===== config.mk =====
export PLATFORM = sky130hd
export DESIGN_NAME = seg_scan_mux_flat
export DESIGN_NICKNAME = d
export VERILOG_FILES = /design/src/rtl/seg_scan_pkg.sv /design/src/rtl/seg_scan_if.sv /design/src/rtl/seg_scan_timer.sv /design/src/rtl/seg_scan_mux.sv /design/src/flat_wrapper.sv
export SDC_FILE = /design/constraint.sdc
export NUM_CORES = 1
export LEC_CHECK = 0
export ABC_CLOCK_PERIOD_IN_PS = 7800
export BUFFER_PORTS_ARGS = -buffer_cell sky130_fd_sc_hd__buf_2
export CAP_MARGIN = 25
export CORE_MARGIN = 1.5
export CORE_UTILIZATION = 59
export DETAILED_ROUTE_END_ITERATION = 10
export HOLD_SLACK_MARGIN = 0.03
export PLACE_DENSITY = 0.84
export SLEW_MARGIN = 20
export SYNTH_ARGS = -nofsm -noshare
export SYNTH_HDL_FRONTEND = slang
export SYNTH_SLANG_ARGS = --single-unit
export TNS_END_PERCENT = 50

===== constraint.sdc =====
create_clock -name clock -period 7.8 [get_ports clock]
set_clock_uncertainty 0.15 [all_clocks]
set_input_delay 2.34 -clock clock [delete_from_list [all_inputs] [get_ports clock]]
set_output_delay 2.34 -clock clock [all_outputs]
set_load 0.02 [all_outputs]

===== src/rtl/seg_scan_pkg.sv =====
// Shared types and constants for the multiplexed 7-segment scanner.
// Optional dimming is enabled by defining SEG_SCAN_DIM_EN.
package seg_scan_pkg;

    localparam logic [7:0] SEG_OFF = 8'hFF;
    localparam logic [7:0] AN_OFF  = 8'hFF;

    typedef enum logic {
        BLANK,
        SHOW
    } state_t;

    function automatic logic [7:0] an_onehot_n(input logic [2:0] idx);
        return ~(8'd1 << idx);
    endfunction

endpackage


===== src/rtl/seg_scan_if.sv =====
// Digit-code inputs and scanned pin outputs of the segment scanner.
// The dim input exists only when SEG_SCAN_DIM_EN is defined.
interface seg_scan_if;

    logic            en;
    logic [7:0][7:0] seg;
`ifdef SEG_SCAN_DIM_EN
    logic [2:0]      dim;
`endif
    logic [7:0]      scan_seg;
    logic [7:0]      scan_an;
    logic            frame_start;

`ifdef SEG_SCAN_DIM_EN
    modport master (
        output en, seg, dim,
        input  scan_seg, scan_an, frame_start
    );
    modport slave (
        input  en, seg, dim,
        output scan_seg, scan_an, frame_start
    );
`else
    modport master (
        output en, seg,
        input  scan_seg, scan_an, frame_start
    );
    modport slave (
        input  en, seg,
        output scan_seg, scan_an, frame_start
    );
`endif

endinterface


===== src/rtl/seg_scan_timer.sv =====
// Slot counter and digit index for the scanner; exposes next-cycle values
// so the output registers line up with the counter of the same cycle.
module seg_scan_timer
    import seg_scan_pkg::*;
#(
    parameter int DIGITS    = 8,
    parameter int TICK_DIV  = 1000,
    parameter int BLANK_CYC = 16,
    parameter int CW        = $clog2(TICK_DIV)
) (
    input  logic          clock,
    input  logic          reset,
    input  logic          i_en,
    output logic          o_slot_last,
    output logic          o_frame_first,
    output state_t        o_state,
    output logic [CW-1:0] o_cnt_nxt,
    output logic [2:0]    o_idx_nxt,
    output state_t        o_state_nxt
);

    localparam logic [CW-1:0] CNT_LAST = CW'(TICK_DIV - 1);
    localparam logic [CW-1:0] CNT_BL   = CW'(BLANK_CYC);
    localparam logic [2:0]    IDX_LAST = 3'(DIGITS - 1);

    logic [CW-1:0] r_cnt;
    logic [2:0]    r_idx;
    state_t        r_state;
    logic [CW-1:0] w_cnt_nxt;
    logic [2:0]    w_idx_nxt;
    state_t        w_state_nxt;

    always_ff @(posedge clock) begin
        if (reset) begin
            r_cnt   <= '0;
            r_idx   <= '0;
            r_state <= BLANK;
        end else begin
            r_cnt   <= w_cnt_nxt;
            r_idx   <= w_idx_nxt;
            r_state <= w_state_nxt;
        end
    end

    always_comb begin
        w_cnt_nxt   = r_cnt + CW'(1);
        w_idx_nxt   = r_idx;
        w_state_nxt = BLANK;
        if (!i_en) begin
            w_cnt_nxt = '0;
            w_idx_nxt = '0;
        end else begin
            if (r_cnt == CNT_LAST) begin
                w_cnt_nxt = '0;
                w_idx_nxt = (r_idx == IDX_LAST) ? 3'd0 : r_idx + 3'd1;
            end
            w_state_nxt = (w_cnt_nxt >= CNT_BL) ? SHOW : BLANK;
        end
    end

    always_comb begin
        o_slot_last   = (r_cnt == CNT_LAST);
        o_frame_first = (r_cnt == '0) && (r_idx == '0);
        o_state       = r_state;
        o_cnt_nxt     = w_cnt_nxt;
        o_idx_nxt     = w_idx_nxt;
        o_state_nxt   = w_state_nxt;
    end

endmodule


===== src/rtl/seg_scan_mux.sv =====
// Time-multiplexes eight latched digit codes onto one segment bus.
// Define SEG_SCAN_DIM_EN to add the per-frame dim input.
module seg_scan_mux
    import seg_scan_pkg::*;
#(
    parameter int DIGITS    = 8,
    parameter int TICK_DIV  = 1000,
    parameter int BLANK_CYC = 16
) (
    input logic       clock,
    input logic       reset,
    seg_scan_if.slave bus
);

    localparam int CW       = $clog2(TICK_DIV);
    localparam int SHOW_LEN = TICK_DIV - BLANK_CYC;

    if (DIGITS < 1 || DIGITS > 8) begin : g_bad_digits
        $error("seg_scan_mux: DIGITS must be 1..8");
    end
    if (TICK_DIV < 2) begin : g_bad_div
        $error("seg_scan_mux: TICK_DIV must be >= 2");
    end
    if (BLANK_CYC < 0 || BLANK_CYC >= TICK_DIV) begin : g_bad_blank
        $error("seg_scan_mux: BLANK_CYC must be 0..TICK_DIV-1");
    end

    logic            w_slot_last;
    logic            w_frame_first;
    state_t          w_state;
    state_t          w_state_nxt;
    logic [CW-1:0]   w_cnt_nxt;
    logic [2:0]      w_idx_nxt;
    logic            w_snap;
    logic            w_lit;
    logic            w_unused;
    logic [7:0][7:0] w_shadow_nxt;
    logic [7:0][7:0] r_shadow;
    logic [7:0]      r_seg;
    logic [7:0]      r_an;

    seg_scan_timer #(
        .DIGITS    (DIGITS),
        .TICK_DIV  (TICK_DIV),
        .BLANK_CYC (BLANK_CYC),
        .CW        (CW)
    ) u_timer (
        .clock         (clock),
        .reset         (reset),
        .i_en          (bus.en),
        .o_slot_last   (w_slot_last),
        .o_frame_first (w_frame_first),
        .o_state       (w_state),
        .o_cnt_nxt     (w_cnt_nxt),
        .o_idx_nxt     (w_idx_nxt),
        .o_state_nxt   (w_state_nxt)
    );

    assign w_unused     = ^{w_slot_last, w_state};
    assign w_snap       = bus.en && w_frame_first && !reset;
    assign w_shadow_nxt = w_snap ? bus.seg : r_shadow;

`ifdef SEG_SCAN_DIM_EN
    logic [2:0]  r_dim;
    logic [2:0]  w_dim_nxt;
    logic [31:0] w_ofs;

    assign w_dim_nxt = w_snap ? bus.dim : r_dim;
    assign w_ofs     = 32'(w_cnt_nxt) - 32'(BLANK_CYC);
    // Dimming shortens the lit part of SHOW; the tail of the slot stays dark.
    assign w_lit     = (w_state_nxt == SHOW) &&
                       (w_ofs < (32'(SHOW_LEN) >> w_dim_nxt));

    always_ff @(posedge clock) begin
        if (reset) r_dim <= '0;
        else       r_dim <= w_dim_nxt;
    end
`else
    logic [31:0] w_show_len_unused;
    assign w_show_len_unused = 32'(SHOW_LEN);
    assign w_lit = (w_state_nxt == SHOW);
`endif

    always_ff @(posedge clock) begin
        if (reset) begin
            r_shadow <= {8{SEG_OFF}};
            r_seg    <= SEG_OFF;
            r_an     <= AN_OFF;
        end else begin
            r_shadow <= w_shadow_nxt;
            if (bus.en && w_lit) begin
                r_an  <= an_onehot_n(w_idx_nxt);
                r_seg <= w_shadow_nxt[w_idx_nxt];
            end else begin
                r_an  <= AN_OFF;
                r_seg <= SEG_OFF;
            end
        end
    end

    assign bus.scan_seg    = r_seg;
    assign bus.scan_an     = r_an;
    assign bus.frame_start = w_snap;

endmodule


===== src/flat_wrapper.sv =====
// flat-port wrapper written by rule: the top's interface ports become plain ports
module seg_scan_mux_flat import seg_scan_pkg::*;
#(
    parameter int DIGITS    = 8,
    parameter int TICK_DIV  = 1000,
    parameter int BLANK_CYC = 16
)
  (clock, reset, bus_en, bus_seg, bus_scan_seg, bus_scan_an, bus_frame_start);
  seg_scan_if bus_i ();
  input logic clock;
  input logic reset;
  input wire logic [$bits(bus_i.en)-1:0] bus_en;
  input wire logic [$bits(bus_i.seg)-1:0] bus_seg;
  output wire logic [$bits(bus_i.scan_seg)-1:0] bus_scan_seg;
  output wire logic [$bits(bus_i.scan_an)-1:0] bus_scan_an;
  output wire logic [$bits(bus_i.frame_start)-1:0] bus_frame_start;
  assign bus_i.en = bus_en;
  assign bus_i.seg = bus_seg;
  assign bus_scan_seg = bus_i.scan_seg;
  assign bus_scan_an = bus_i.scan_an;
  assign bus_frame_start = bus_i.frame_start;
  seg_scan_mux #(.DIGITS(DIGITS), .TICK_DIV(TICK_DIV), .BLANK_CYC(BLANK_CYC)) u_core (.clock(clock), .reset(reset), .bus(bus_i));
endmodule

==> key figures <==
Run status
  • Status: finished clean

Worst hold path
  • Hold_sp: u_core.r_shadow[12]$_SDFF_PP1_
  • Worst Hold Class: reg -> reg

Floorplan
  • Initial Utilization: 60.4%
  • Die area: 7910 um^2
  • Die height: 89.0 um
  • Row count: 31
  • Core Region: 7210 um^2
  • Num ports: 84
  • Die X: 89.0 um

Clock tree
  • Setup Buffers After CTS: 0
  • Max clock buf depth: 2
  • CTS H-tree lvls: 3
  • Clk Latency, worst-skew pair: 0.36 ns
  • CTS tree: yes
  • Num CTS Buffers: 9
  • Clock transition at path regs: 0.08 ns
  • Post-CTS sizing: 0
  • Hold-fix buffers at CTS: 0
  • Root Driver: clkbuf_8
  • Clock sinks: 93

Detailed routing
  • TritonRoute pass-1 iters: 4
  • Vias: 3443
  • Via/cell ratio: 5.61
  • # DRC: 0
  • Wire per inst: 15.8 um
  • Post-route ant nets: 0
  • DRT iter0 DRCs: 179
  • Routed WL: 9.71 mm

Power and ir drop
  • Leakage Power: 2.34 nW
  • Clock power share: 35.5%
  • Design Power: 943 uW
  • VDD IR max: 0.122 mV
  • Combinational fraction of design power: 11.1%
  • Int Power: 706 uW
  • Seq pwr share: 53.4%
  • Power density cells: 188 nW/um^2
  • Net Switching: 237 uW
  • Switching Share: 25.1%

Timing
  • RSZ-0062 raised after global routing: false
  • Fin crit period: 6.32 ns
  • Fin. Hold Viols: 0
  • Relative slew margins: 34.4%
  • Fmax: 0.158 GHz
  • Setup TNS: 0 ns
  • Slew at the pin closest to its max-slew limit: 0.984 ns
  • Final Slew Violations: 0
  • Final period utilization: 81.1%
  • Setup violators final: 0

Placed design
  • Cells after DPL: 597
  • Detailed Place HPWL: 6.68 mm
  • RD Place Congestion: 0.891
  • I/O Buffers: 83

Global route
  • Global routing usage on met3: 7.02%
  • Total GRT Usage: 25.3%
  • Pin count of the biggest net entering global routing: 73
  • Initial antenna violation count: 0
  • Grt met1 use: 33.9%
  • GR Overflow Total: 0
  • GR Util met2: 41.0%
  • Most Crowded Layer GR: met2
  • First-pass GRT wire length: 15.3 mm
  • Vias in the first global route: 3235

Layout
  • Layout cells sized above 1: 23.9%
  • Layout area overhead: 15.0%
  • Number of antenna repair diodes: 0
  • Area occupied by multi-input gates: 2340 um^2
  • Flip-flop and latch area: 1860 um^2
  • Finished Layout Cells: 614
  • Fill cells: 576
  • Final core utilization: 69.5%
  • Final net count: 582

Job
  • Max cap viols: 0

Worst setup path
  • Setup Crit Path Kind: in -> out
  • Crit-path leading delay family: buffers and inverters
  • WP buf/inv: 3
  • CP max FO: 72
  • CP endpoint kind: output pin
  • Crit. Startpoint: reset
  • Most used cell, CP: buf_2
  • Worst Setup Start Kind: primary input
  • Reg2Reg Setup Slack: 4.50 ns
  • FF-to-FF Start: u_core.u_timer.r_cnt[0]$_SDFF_PP0_
  • CP required: 5.31 ns
  • CP max stage delay: 0.71 ns
  • Sequence of cells on the critical path: buf_2 -> nor2b_1 -> nand4_1 -> inv_1 -> buf_2
  • CP max stage cell: buf_2
  • Data arrival, critical path: 3.83 ns

Synth
  • Synth area leader: dfxtp_1
  • Register bit total from synthesis: 93
  • EDFF count, synth: 0
  • Post-Synthesis Cell Area: 4360 um^2
  • Largest family of logic cells by synthesized area: simple AND/OR/NAND/NOR gates
  • Syn Inst Count: 436
  • Netlist cell types: 50
  • Top FF cell, synth: dfxtp_1
  • Simple-Gate Fraction of Synth Area: 23.0%
  • Synth Area in Adders: 1.44%
  • Avg Synthesized Cell Area: 10.0 um^2
  • Top cells by area, synth: dfxtp_1, mux2i_1, nand2_1
  • Post-synthesis mux area share: 20.3%
  • Sequential cell area fraction in the yosys report: 42.7%
  • Nets in the synthesized netlist: 508
  • Synth Area in XOR/XNOR: 0.603%
  • Ys async rst share: 0%
  • Post-synth top area share: 42.7%
  • Synth Warn #: 0
  • Area fraction in compound gates after synthesis: 8.18%
kinds of logic after synthesis:
logic type | after synthesis
AO/OA/AOI/OAI | 42
XOR/XNOR | 3
adder cells (fa/ha/maj) | 5
buffers and inverters | 32
flip-flops | 93
multiplexers | 74
AND/OR/NAND/NOR | 187
sequential cells by signal, indices dropped and copies added (netlist names):
signal                flops
u_core.bus.scan_seg       8
u_core.bus.scan_an        8
u_core.u_timer.r_idx      3
u_core.u_timer.r_cnt     10
u_core.r_shadow          64
tightest hold or removal path: cells and delay by family (launching register included):
family           cells  cell delay, ns
flip-flops           1            0.33
AND/OR/NAND/NOR      2            0.12
cell type report:
type                    instances  share of cell area (%)
repair buffers                 89                    9.19
flip-flops and latches         93                    37.2
clock inverters                 6                    1.37
well taps                      99                    2.47
inverters                       6                   0.449
multi-input cells             311                    46.6
clock buffers                  10                    2.75
power by group through the flow:
stage	clock network, mW	registers (mW)	logic (mW)
2_1_floorplan	0	0.512	0.0699
3_3_place_gp	0	0.514	0.100
3_5_place_dp	0	0.515	0.104
4_1_cts	0.341	0.504	0.104
5_1_grt	0.358	0.506	0.115
6_report	0.335	0.504	0.104
path summary, 6_finish.rpt:
| check | to | depth (start not counted) |
|---|---|---|
| min | u_core.r_shadow[12]$_SDFF_PP1_ | 2 |
| min reg2reg | u_core.r_shadow[12]$_SDFF_PP1_ | 2 |
| max reg2reg | u_core.bus.scan_seg[4]$_SDFF_PP1_ | 7 |
| max | bus_frame_start | 5 |
placed cells by master, fill, tap and decap left out, types with 3 or more instances in the layout:
cell type and count:
dfxtp_1 93, buf_2 83, nand2_1 78, mux2i_1 48, nand2b_1 33, nand3b_1 32, nor2_1 14, nand3_1 13
mux2_2 10, clkbuf_8 10, mux2_1 8, o22a_1 8, a22oi_1 8, a32oi_1 7, inv_1 6, mux4_1 6
buf_4 6, ha_1 5, a21oi_1 4, nor3_1 3, o21ai_0 3
metal layers:
layer / vias up / wire length (um)
li1: 1700 / -
met4: 0 / 85
met1: 1629 / 4350
met3: 10 / 583
met2: 104 / 4690
met5: - / 0
per-stage QoR:
stage               hold slack [ns]  setup slack, ns  instance area [um^2]
global placement              0.296             1.50                  4790
detailed placement            0.306             1.42                  4800
CTS                           0.329             1.45                  5000
floorplan                     0.283             1.70                  4360
global route                  0.345             1.31                  5010
finish                        0.327             1.48                  5010
synthesized netlist by cell type, types with 2 or more instances:
cell type,instances
ha_1,5
clkbuf_1,15
a22oi_1,8
o22a_1,8
a32oi_1,7
nand2b_1,33
mux2_2,10
nand3b_1,32
mux2i_1,48
nor3_1,3
nand4_1,2
o21ai_0,3
mux4_1,6
buf_2,6
or3_1,2
buf_6,3
xor2_1,2
mux2_1,8
inv_1,6
a21oi_1,4
mux4_2,2
nand2_1,78
nor2_1,14
dfxtp_1,93
nand3_1,13
Note: power is estimated with default switching activity, not from simulation.
